File: config.mk
export PLATFORM = sky130hd
export DESIGN_NAME = ball_ctrl
export DESIGN_NICKNAME = d
export VERILOG_FILES = /design/src/rtl/ball_ctrl.sv
export SDC_FILE = /design/constraint.sdc
export NUM_CORES = 1
export LEC_CHECK = 0
export BUFFER_PORTS_ARGS = -buffer_cell sky130_fd_sc_hd__buf_4
export CAP_MARGIN = 20
export CORE_MARGIN = 10
export CORE_UTILIZATION = 30
export DETAILED_ROUTE_END_ITERATION = 6
export PLACE_DENSITY = 0.56
export SYNTH_ARGS = -nofsm -noshare
export SYNTH_HDL_FRONTEND = slang
export SYNTH_SLANG_ARGS = --single-unit
File: constraint.sdc
create_clock -name clk -period 10.6 [get_ports clk]
set_input_delay 1.06 -clock clk [delete_from_list [all_inputs] [get_ports clk]]
set_output_delay 1.06 -clock clk [all_outputs]
set_load 0.005 [all_outputs]
File: src/rtl/ball_ctrl.sv
// Pong ball motion controller: serve timing, per-frame motion,
// wall and paddle bounces, and miss detection with score pulses.
module ball_ctrl #(
    parameter int H_RES        = 640,
    parameter int V_RES        = 480,
    parameter int BALL_SIZE    = 10,
    parameter int PADDLE_W     = 10,
    parameter int PADDLE_H     = 60,
    parameter int PADDLE_L_X   = 20,
    parameter int PADDLE_R_X   = 620,
    parameter int SPEED        = 2,
    parameter int SERVE_FRAMES = 60
) (
    input  logic       clk,
    input  logic       rst,
    input  logic       frame,
    input  logic [8:0] pl_y,
    input  logic [8:0] pr_y,
    output logic [9:0] ball_x,
    output logic [8:0] ball_y,
    output logic       serving,
    output logic       score_l,
    output logic       score_r
);

    localparam logic [1:0] SERVE  = 2'd0;
    localparam logic [1:0] MOVE   = 2'd1;
    localparam logic [1:0] SCORED = 2'd2;

    localparam int HALF = BALL_SIZE >> 1;
    localparam int PW_2 = PADDLE_W >> 1;
    localparam int PH_2 = PADDLE_H >> 1;
    localparam int CW   = $clog2(SERVE_FRAMES + 1);

    localparam logic [10:0] STEP   = 11'(HALF + SPEED);
    localparam logic [10:0] L_FACE = 11'(PADDLE_L_X + PW_2);
    localparam logic [10:0] R_FACE = 11'(PADDLE_R_X - PW_2);
    localparam logic [10:0] REACH  = 11'(PH_2 + HALF);
    localparam logic [10:0] X_MAX  = 11'(H_RES - 1);
    localparam logic [10:0] Y_LIM  = 11'(V_RES);

    localparam logic [9:0] X_CTR  = 10'(H_RES / 2);
    localparam logic [9:0] X_LBNC = 10'(PADDLE_L_X + PW_2 + HALF + 1);
    localparam logic [9:0] X_RBNC = 10'(PADDLE_R_X - PW_2 - HALF - 1);
    localparam logic [9:0] DX     = 10'(SPEED);
    localparam logic [8:0] Y_CTR  = 9'(V_RES / 2);
    localparam logic [8:0] Y_TOP  = 9'(HALF);
    localparam logic [8:0] Y_BOT  = 9'(V_RES - 1 - HALF);
    localparam logic [8:0] DY     = 9'(SPEED);

    localparam logic [CW-1:0] CNT_INIT = CW'(SERVE_FRAMES);

    logic [1:0]    state;
    logic [CW-1:0] cnt;
    logic          dx;
    logic          dy;

    logic [10:0] x11, y11, pl11, pr11;
    logic        near_l, near_r;
    logic        hit_l, hit_r;
    logic        miss_l, miss_r;
    logic [9:0]  nx;
    logic [8:0]  ny;
    logic        ndx, ndy;

    // Widen everything so the edge tests never wrap below zero.
    assign x11  = {1'b0, ball_x};
    assign y11  = {2'b0, ball_y};
    assign pl11 = {2'b0, pl_y};
    assign pr11 = {2'b0, pr_y};

    assign near_l = (y11 < pl11 + REACH) && (pl11 < y11 + REACH);
    assign near_r = (y11 < pr11 + REACH) && (pr11 < y11 + REACH);

    assign hit_l = !dx && (x11 <= L_FACE + STEP) && (x11 > L_FACE) && near_l;
    assign hit_r = dx && (x11 + STEP >= R_FACE) && (x11 < R_FACE) && near_r;

    assign serving = (state == SERVE);

    always_comb begin
        nx     = ball_x;
        ndx    = dx;
        miss_l = 1'b0;
        miss_r = 1'b0;
        if (hit_l) begin
            nx  = X_LBNC;
            ndx = 1'b1;
        end else if (hit_r) begin
            nx  = X_RBNC;
            ndx = 1'b0;
        end else if (!dx && x11 <= STEP) begin
            miss_l = 1'b1;
        end else if (dx && x11 + STEP >= X_MAX) begin
            miss_r = 1'b1;
        end else begin
            nx = dx ? ball_x + DX : ball_x - DX;
        end
    end

    always_comb begin
        ny  = ball_y;
        ndy = dy;
        if (!dy && y11 < STEP) begin
            ny  = Y_TOP;
            ndy = 1'b1;
        end else if (dy && y11 + STEP >= Y_LIM) begin
            ny  = Y_BOT;
            ndy = 1'b0;
        end else begin
            ny = dy ? ball_y + DY : ball_y - DY;
        end
    end

    always_ff @(posedge clk or posedge rst) begin
        if (rst) begin
            state   <= SERVE;
            cnt     <= CNT_INIT;
            ball_x  <= X_CTR;
            ball_y  <= Y_CTR;
            dx      <= 1'b1;
            dy      <= 1'b1;
            score_l <= 1'b0;
            score_r <= 1'b0;
        end else begin
            score_l <= 1'b0;
            score_r <= 1'b0;
            case (state)
                SERVE: begin
                    if (frame) begin
                        if (cnt == '0) state <= MOVE;
                        else           cnt   <= cnt - CW'(1);
                    end
                end
                MOVE: begin
                    if (frame) begin
                        ball_x <= nx;
                        ball_y <= ny;
                        dx     <= ndx;
                        dy     <= ndy;
                        // A miss holds x so the loser's side is visible for one cycle.
                        if (miss_l || miss_r) begin
                            state   <= SCORED;
                            score_r <= miss_l;
                            score_l <= miss_r;
                        end
                    end
                end
                SCORED: begin
                    cnt    <= CNT_INIT;
                    ball_x <= X_CTR;
                    ball_y <= Y_CTR;
                    state  <= SERVE;
                end
                default: state <= SERVE;
            endcase
        end
    end

endmodule

==> insert_results.sql, run 1 <==
INSERT INTO impl_metrics (metric_group, metric, value, unit) VALUES
('routing', 'finalWirelength', '10.2', 'mm'),
('global_routing', 'grtUsageTotal', '12.3', '%'),
('critical_path', 'top_delay_family_on_crit_path', 'compound AO/OA/AOI/OAI gates', ''),
('routing', 'firstDrtPassIters', '4', ''),
('clock_network', 'clock_tree.htree_level_count', '2', ''),
('clock_network', 'post_cts_sizing_count', '0', ''),
('sta', 'max_slew.worst_pin.slew', '1060', 'ps'),
('sta', 'rsz_0062_raised_after_global_routing', 'false', ''),
('critical_path', 'crit_chain', 'inv_1 > ha_1 > nor2_1 > a21oi_1 > nor2_1 > xnor2_1 > ha_1 > a2111oi_0 > o21ai_0 > o221ai_1 > nand2_1 > a311oi_1 > o21ai_0 > o21ai_0 > o2bb2a_1', ''),
('global_routing', 'grt_pass1_wl', '17.1', 'mm'),
('logic_synthesis', 'yosysUniqueCellTypes', '62', ''),
('critical_path', 'cp_peak_stage_delay', '670', 'ps'),
('logic_synthesis', 'synth-edff-count', '0', ''),
('floorplan', 'die_x', '129', 'um'),
('cells_and_area', 'flow.area_growth_from_synthesis', '17.0', '%'),
('floorplan', 'die_area', '16700', 'um2'),
('sta', 'timing.final.setup_violations', '0', ''),
('floorplan', 'placeableCoreArea', '11600', 'um2'),
('logic_synthesis', 'yosysSeqAreaShare', '22.1', '%'),
('critical_path', 'criticalPathCategory', 'flip-flop to flip-flop', ''),
('cells_and_area', 'final_net_count', '554', ''),
('global_routing', 'grt_max_degree', '32', ''),
('sta', 'fin_tns_setup', '0', 'ps'),
('critical_path', 'required', '10750', 'ps'),
('routing', 'post-route-drc-count', '0', ''),
('status', 'run_status', 'complete, no violations', ''),
('clock_network', 'clk_root_buffer_cell', 'sky130_fd_sc_hd__clkbuf_16', ''),
('pwr', 'power.leakage', '0.00184', 'uW'),
('clock_network', 'post_cts_buffers', '0', ''),
('cells_and_area', 'diodes', '0', ''),
('routing', 'detailroute.via_count', '3431', ''),
('clock_network', 'cts.hold.buffers_added', '0', ''),
('routing', 'routed_via_density', '5.55', ''),
('routing', 'ant_nets', '0', ''),
('logic_synthesis', 'synth_cells', '431', ''),
('sta', 'fmaxAchievable', '0.236', 'GHz'),
('clock_network', 'tritoncts_buffer_count', '5', ''),
('critical_path', 'worst_path_max_delay_cell', 'sky130_fd_sc_hd__a311oi_1', ''),
('flow_run', 'cap_violations', '0', ''),
('global_routing', 'antenna_found_initial', '0', ''),
('logic_synthesis', 'syn_area_per_cell', '8.30', 'um2'),
('logic_synthesis', 'yosys_most_used_dff', 'sky130_fd_sc_hd__dfrtp_1', ''),
('critical_path', 'timing.critical_path.from_type', 'flip-flop', ''),
('placement', 'port_buffers', '42', ''),
('clock_network', 'clkSlewWorstSetupHoldPaths', '50', 'ps'),
('logic_synthesis', 'synth_warnings', '0', ''),
('min_path', 'min-delay-path-class', 'flip-flop to flip-flop', ''),
('cells_and_area', 'drive_above_1_share', '14.3', '%'),
('placement', 'dp_hpwl', '7.80', 'mm'),
('logic_synthesis', 'syn_nets', '511', ''),
('sta', 'period_minus_slack', '4240', 'ps'),
('logic_synthesis', 'ys_seq_elements', '31', ''),
('routing', 'iteration_0_drc_count_of_the_detailed_router', '178', ''),
('critical_path', 'worstPathMaxFanout', '10', ''),
('clock_network', 'max-clock-path-buffers', '2', ''),
('pwr', 'power.density_cell_area', '316', 'nW/um2'),
('critical_path', 'critical_path.n_buffers_inverters', '1', ''),
('global_routing', 'globalRouteOverflowTotal', '0', ''),
('floorplan', 'initial_utilization', '30.9', '%'),
('cells_and_area', 'final_util', '36.2', '%'),
('critical_path', 'crit_top_cell', 'sky130_fd_sc_hd__o21ai_0', ''),
('pwr', 'vdd.ir_drop.worst', '161', 'uV'),
('placement', 'gp_routability_congestion', '0.872', ''),
('pwr', 'post-layout-total-power', '1320', 'uW'),
('sta', 'finClkSkew', '4.78', 'ps'),
('sta', 'slew_headroom', '29.1', '%'),
('logic_synthesis', 'postSynth.asyncResetShare', '100', '%'),
('floorplan', 'std_cell_rows', '39', ''),
('global_routing', 'vias_in_the_first_global_route', '3508', ''),
('logic_synthesis', 'netlist_area', '3580', 'um2'),
('floorplan', 'chipHeight', '129', 'um'),
('floorplan', 'ioPinCount', '43', ''),
('critical_path', 'worst_ep_arrival_time', '4390', 'ps'),
('clock_network', 'cts_tree', 'yes', ''),
('routing', 'wl_per_cell', '16.5', 'um'),
('sta', 'timing_hold_violations_final', '0', ''),
('sta', 'final_min_period_over_clock_period', '40.0', '%'),
('sta', 'timing_max_transition_violations_final', '0', ''),
('clock_network', 'clock_sink_count', '31', ''),
('critical_path', 'crit_path_end_kind', 'flip-flop', ''),
('clock_network', 'clk-insertion-delay-late', '280', 'ps');
area by class of cell:
type                            instances  area [um2]
Clock buffer                            7         133
Clock inverter                          1        5.00
Fill cell                            1214        7380
Inverter                               28         105
Multi-Input combinational cell        364        2650
Sequential cell                        31         791
Tap cell                              143         179
Timing Repair Buffer                   44         328
through the flow:
step           cells  hold slack [ps]  setup slack [ps]  instance area [um2]
3_3_place_gp     609              477              6360                 4040
3_5_place_dp     609              495              6300                 4040
5_1_grt          618              526              5970                 4190
6_report         618              495              6360                 4190
4_1_cts          617              494              6360                 4180
2_1_floorplan    431              461              7020                 3580
worst min-delay path: stages (launching register included):
cell	delay (ps)
sky130_fd_sc_hd__dfstp_2	370
sky130_fd_sc_hd__nand2_1	50
sky130_fd_sc_hd__o21ai_0	70
state kept, by name, indices dropped and copies added (netlist names):
register  count
cnt           6
dx            1
dy            1
ball_x       10
state         2
score_r       1
ball_y        9
score_l       1
layout by cell type, fill, tap and decap left out, types with 3 or more instances in the layout:
| cell type | instances |
|---|---|
| sky130_fd_sc_hd__a2111oi_0 | 4 |
| sky130_fd_sc_hd__a211oi_1 | 3 |
| sky130_fd_sc_hd__a21o_1 | 6 |
| sky130_fd_sc_hd__a21oi_1 | 31 |
| sky130_fd_sc_hd__a2bb2oi_1 | 3 |
| sky130_fd_sc_hd__a311oi_1 | 3 |
| sky130_fd_sc_hd__a31oi_1 | 3 |
| sky130_fd_sc_hd__buf_4 | 43 |
| sky130_fd_sc_hd__clkbuf_16 | 5 |
| sky130_fd_sc_hd__dfrtp_1 | 19 |
| sky130_fd_sc_hd__dfstp_2 | 12 |
| sky130_fd_sc_hd__ha_1 | 57 |
| sky130_fd_sc_hd__inv_1 | 27 |
| sky130_fd_sc_hd__nand2_1 | 32 |
| sky130_fd_sc_hd__nand2b_1 | 3 |
| sky130_fd_sc_hd__nand3_1 | 13 |
| sky130_fd_sc_hd__nand4_1 | 4 |
| sky130_fd_sc_hd__nor2_1 | 32 |
| sky130_fd_sc_hd__nor2b_1 | 9 |
| sky130_fd_sc_hd__nor3_1 | 12 |
| sky130_fd_sc_hd__o2111ai_1 | 3 |
| sky130_fd_sc_hd__o211ai_1 | 8 |
| sky130_fd_sc_hd__o21a_1 | 4 |
| sky130_fd_sc_hd__o21ai_0 | 43 |
| sky130_fd_sc_hd__o22ai_1 | 4 |
| sky130_fd_sc_hd__o41ai_1 | 4 |
| sky130_fd_sc_hd__xnor2_1 | 17 |
| sky130_fd_sc_hd__xor2_1 | 18 |
logic make-up after synthesis:
group / after synthesis / synth area share, %
AND/OR/NAND/NOR: 124 / 17.0
multiplexers: 2 / 0.559
flip-flops: 31 / 22.1
AO/OA/AOI/OAI: 144 / 26.7
adder cells (fa/ha/maj): 59 / 21.0
XOR/XNOR: 35 / 8.57
buffers and inverters: 36 / 3.99
layer usage:
layer | vias to the layer above | track usage (%) | share of wire [%]
met1 | 1663 | 15.1 | 45
met4 | 0 | 2.94 | 1.1
met3 | 11 | 3.38 | 5.8
met2 | 69 | 20.9 | 48
li1 | 1688 | - | -
met5 | - | 0 | 0
where the power goes:
| group | switching [uW] | leakage (uW) | internal, uW | total (uW) |
|---|---|---|---|---|
| Clock | 49.0 | 0.0000679 | 86.5 | 136 |
| Sequential | 138 | 0.000362 | 189 | 328 |
| Combinational | 460 | 0.00141 | 401 | 861 |
| Total | 647 | 0.00184 | 677 | 1320 |
cell usage after synthesis (4+ instances only):
| cell type | n | area share, % |
|---|---|---|
| sky130_fd_sc_hd__ha_1 | 57 | 20 |
| sky130_fd_sc_hd__o21ai_0 | 43 | 6.0 |
| sky130_fd_sc_hd__nand2_1 | 32 | 3.4 |
| sky130_fd_sc_hd__nor2_1 | 32 | 3.4 |
| sky130_fd_sc_hd__a21oi_1 | 31 | 4.3 |
| sky130_fd_sc_hd__inv_1 | 27 | 2.8 |
| sky130_fd_sc_hd__dfrtp_1 | 19 | 13 |
| sky130_fd_sc_hd__xor2_1 | 18 | 4.4 |
| sky130_fd_sc_hd__xnor2_1 | 17 | 4.2 |
| sky130_fd_sc_hd__nand3_1 | 13 | 1.8 |
| sky130_fd_sc_hd__dfstp_2 | 12 | 8.8 |
| sky130_fd_sc_hd__nor3_1 | 12 | 1.7 |
| sky130_fd_sc_hd__nor2b_1 | 9 | 1.6 |
| sky130_fd_sc_hd__o211ai_1 | 8 | 1.7 |
| sky130_fd_sc_hd__clkbuf_1 | 7 | 0.73 |
| sky130_fd_sc_hd__a21o_1 | 6 | 1.3 |
| sky130_fd_sc_hd__a2111oi_0 | 4 | 0.98 |
| sky130_fd_sc_hd__nand4_1 | 4 | 0.70 |
| sky130_fd_sc_hd__o21a_1 | 4 | 0.84 |
| sky130_fd_sc_hd__o22ai_1 | 4 | 0.70 |
| sky130_fd_sc_hd__o41ai_1 | 4 | 0.98 |
worst paths after layout:
| check | startpoint | endpoint | slack (ps) | cells after the start |
|---|---|---|---|---|
| min in group asynchronous | rst | cnt[0] | 860 | 3 |
| worst max-delay path | ball_y[1] | state[0] | 6360 | 15 |
| worst min-delay path | cnt[4] | cnt[4] | 500 | 2 |
| worst min register to register | cnt[4] | cnt[4] | 500 | 2 |
| max in group asynchronous | rst | cnt[4] | 9410 | 3 |
| worst max register to register | ball_y[1] | state[0] | 6360 | 15 |
(Power assumes the default switching activity.)
==> run 2, diff against run 1 <==
==> constraint.sdc (replaced) <==
create_clock -name clk -period 4.42 [get_ports clk]
set_input_delay 0.442 -clock clk [delete_from_list [all_inputs] [get_ports clk]]
set_output_delay 0.442 -clock clk [all_outputs]
set_load 0.005 [all_outputs]
==> run 2 against run 1 <==
Utilization increased by 0.29 points. Total power rose by 140%. Die area did not move. Highest routed layer unchanged. Sequential power is 140% higher. Sequential cell count unchanged. Critical endpoint is now ball_x[4]. Design area up 0.81%. Fmax increased by 13%. First-iteration DRC count grew 19%. Clock power rose to 2.6 times the previous value. Combinational power rose by 140%. Cell count increased by 0.32%.
==> insert_results.sql, run 2 (same netlist as run 1, synthesis figures left out) <==
INSERT INTO impl_metrics (metric_group, metric, value, unit) VALUES
('clock_network', 'clock_sink_count', '31', ''),
('clock_network', 'post_cts_buffers', '0', ''),
('routing', 'firstDrtPassIters', '5', ''),
('cells_and_area', 'top_flop_regs', 'ball_x: 10 flops, ball_y: 9 flops, cnt: 6 flops', ''),
('min_path', 'min-delay-path-class', 'primary input to async pin', ''),
('clock_network', 'tritoncts_buffer_count', '5', ''),
('routing', 'ant_nets', '0', ''),
('cells_and_area', 'final_net_count', '556', ''),
('clock_network', 'clock_tree.htree_level_count', '2', ''),
('critical_path', 'worst-r2r-setup-slack', '660', 'ps'),
('global_routing', 'globalRouteOverflowTotal', '0', ''),
('critical_path', 'timing.critical_path.from_type', 'flip-flop', ''),
('global_routing', 'grt_max_degree', '32', ''),
('sta', 'period_minus_slack', '3760', 'ps'),
('routing', 'wl_per_cell', '16.3', 'um'),
('clock_network', 'post_cts_sizing_count', '0', ''),
('clock_network', 'max-clock-path-buffers', '2', ''),
('sta', 'max_slew.worst_pin.slew', '558', 'ps'),
('cells_and_area', 'flow.area_growth_from_synthesis', '17.9', '%'),
('cells_and_area', 'layout_common_cells', 'sky130_fd_sc_hd__ha_1, sky130_fd_sc_hd__buf_4, sky130_fd_sc_hd__o21ai_0, sky130_fd_sc_hd__nand2_1, sky130_fd_sc_hd__nor2_1', ''),
('placement', 'gp_routability_congestion', '0.862', ''),
('critical_path', 'r2r-start', 'ball_y[1]', ''),
('clock_network', 'cts.hold.buffers_added', '0', ''),
('floorplan', 'initial_utilization', '30.9', '%'),
('floorplan', 'std_cell_rows', '39', ''),
('sta', 'fin_tns_setup', '0', 'ps'),
('floorplan', 'ioPinCount', '43', ''),
('floorplan', 'placeableCoreArea', '11600', 'um2'),
('cells_and_area', 'largest_register_ffs', '10', ''),
('pwr', 'power.leakage', '0.00186', 'uW'),
('pwr', 'power.density_cell_area', '759', 'nW/um2'),
('critical_path', 'worst_ep_arrival_time', '3920', 'ps'),
('critical_path', 'worst-r2r-cell-count', '14', ''),
('floorplan', 'die_x', '129', 'um'),
('clock_network', 'clkSlewWorstSetupHoldPaths', '50', 'ps'),
('sta', 'timing.final.setup_violations', '0', ''),
('sta', 'postLayoutSetupSlackWorst', '662', 'ps'),
('cells_and_area', 'final_util', '36.5', '%'),
('placement', 'preCtsSetupSlack', '689', 'ps'),
('critical_path', 'crit_path_end_kind', 'flip-flop', ''),
('floorplan', 'die_area', '16700', 'um2'),
('global_routing', 'grtUsageTotal', '12.0', '%'),
('global_routing', 'grt_pass1_wl', '16.5', 'mm'),
('routing', 'detailroute.via_count', '3412', ''),
('sta', 'slew_headroom', '62.6', '%'),
('cells_and_area', 'layout.cells.most_common', 'sky130_fd_sc_hd__ha_1', ''),
('global_routing', 'vias_in_the_first_global_route', '3262', ''),
('critical_path', 'criticalPathCategory', 'flip-flop to flip-flop', ''),
('sta', 'final_min_period_over_clock_period', '85.0', '%'),
('critical_path', 'required', '4590', 'ps'),
('clock_network', 'clk_root_buffer_cell', 'sky130_fd_sc_hd__clkbuf_16', ''),
('floorplan', 'chipHeight', '129', 'um'),
('sta', 'finClkSkew', '7.31', 'ps'),
('cells_and_area', 'largest_register', 'ball_x', ''),
('critical_path', 'worstPathMaxFanout', '11', ''),
('clock_network', 'clk-insertion-delay-late', '280', 'ps'),
('flow_run', 'cap_violations', '0', ''),
('clock_network', 'cts_tree', 'yes', ''),
('sta', 'timing_max_transition_violations_final', '0', ''),
('sta', 'fmaxAchievable', '0.266', 'GHz'),
('placement', 'port_buffers', '42', ''),
('pwr', 'vdd.ir_drop.worst', '335', 'uV'),
('cells_and_area', 'drive_above_1_share', '14.9', '%'),
('sta', 'rsz_0062_raised_after_global_routing', 'false', ''),
('global_routing', 'antenna_found_initial', '0', ''),
('cells_and_area', 'diodes', '0', ''),
('routing', 'routed_via_density', '5.50', ''),
('placement', 'dp_hpwl', '7.89', 'mm'),
('status', 'run_status', 'complete, no violations', ''),
('routing', 'post-route-drc-count', '0', ''),
('routing', 'iteration_0_drc_count_of_the_detailed_router', '212', ''),
('sta', 'timing_hold_violations_final', '0', ''),
('critical_path', 'worstReg2RegEnd', 'ball_x[4]', ''),
('routing', 'finalWirelength', '10.1', 'mm');
## run 2: power by group
group | total, uW | switching [uW] | internal [uW]
Clock | 358 | 119 | 239
Combinational | 2070 | 1110 | 961
Sequential | 773 | 318 | 454
## run 2: final cells by class
type / instances / area (um2)
Clock buffer: 8 / 156
Tap cell: 143 / 179
Fill cell: 1194 / 7350
Inverter: 28 / 105
Sequential cell: 31 / 791
Multi-Input combinational cell: 364 / 2650
Timing Repair Buffer: 46 / 343
## run 2: worst max-delay path: stages, from the launching register on
cell and delay, ps:
sky130_fd_sc_hd__dfrtp_1 540, sky130_fd_sc_hd__inv_1 150, sky130_fd_sc_hd__ha_1 260, sky130_fd_sc_hd__nor2_1 180, sky130_fd_sc_hd__a21oi_1 120, sky130_fd_sc_hd__xor2_1 180
sky130_fd_sc_hd__ha_1 220, sky130_fd_sc_hd__a2111oi_0 370, sky130_fd_sc_hd__o21ai_0 150, sky130_fd_sc_hd__o221ai_1 190, sky130_fd_sc_hd__nand2_1 100, sky130_fd_sc_hd__a311o_1 390
sky130_fd_sc_hd__a31o_1 370, sky130_fd_sc_hd__a21o_1 250, sky130_fd_sc_hd__o22a_1 180
## run 2: through the flow
step	hold slack [ps]	total power, uW	cells	instance area [um2]
finish	241	3200	620	4220
global route	292	3550	620	4220
CTS	262	3210	619	4210
detailed placement	488	2830	611	4060
global placement	475	2780	611	4060
floorplan	461	2220	431	3580
## run 2: how the worst max path moves through the flow
stage | startpoint | to | slack (ps)
after global routing | ball_y[1] | ball_x[4] | 360
after floorplan | ball_y[0] | ball_x[7] | 1050
final | ball_y[1] | ball_x[4] | 660
after CTS | ball_y[1] | ball_x[4] | 660
after detailed placement | ball_y[1] | ball_x[4] | 690
after global placement | ball_y[1] | ball_x[4] | 800
## run 2: layer usage
layer  track usage, %  wire length, um  vias up
met3             2.94              629       11
met2             19.3             4580       88
met1             15.8             4790     1616
met5                0                0        -
met4             2.74              109        0
li1                 -                -     1697
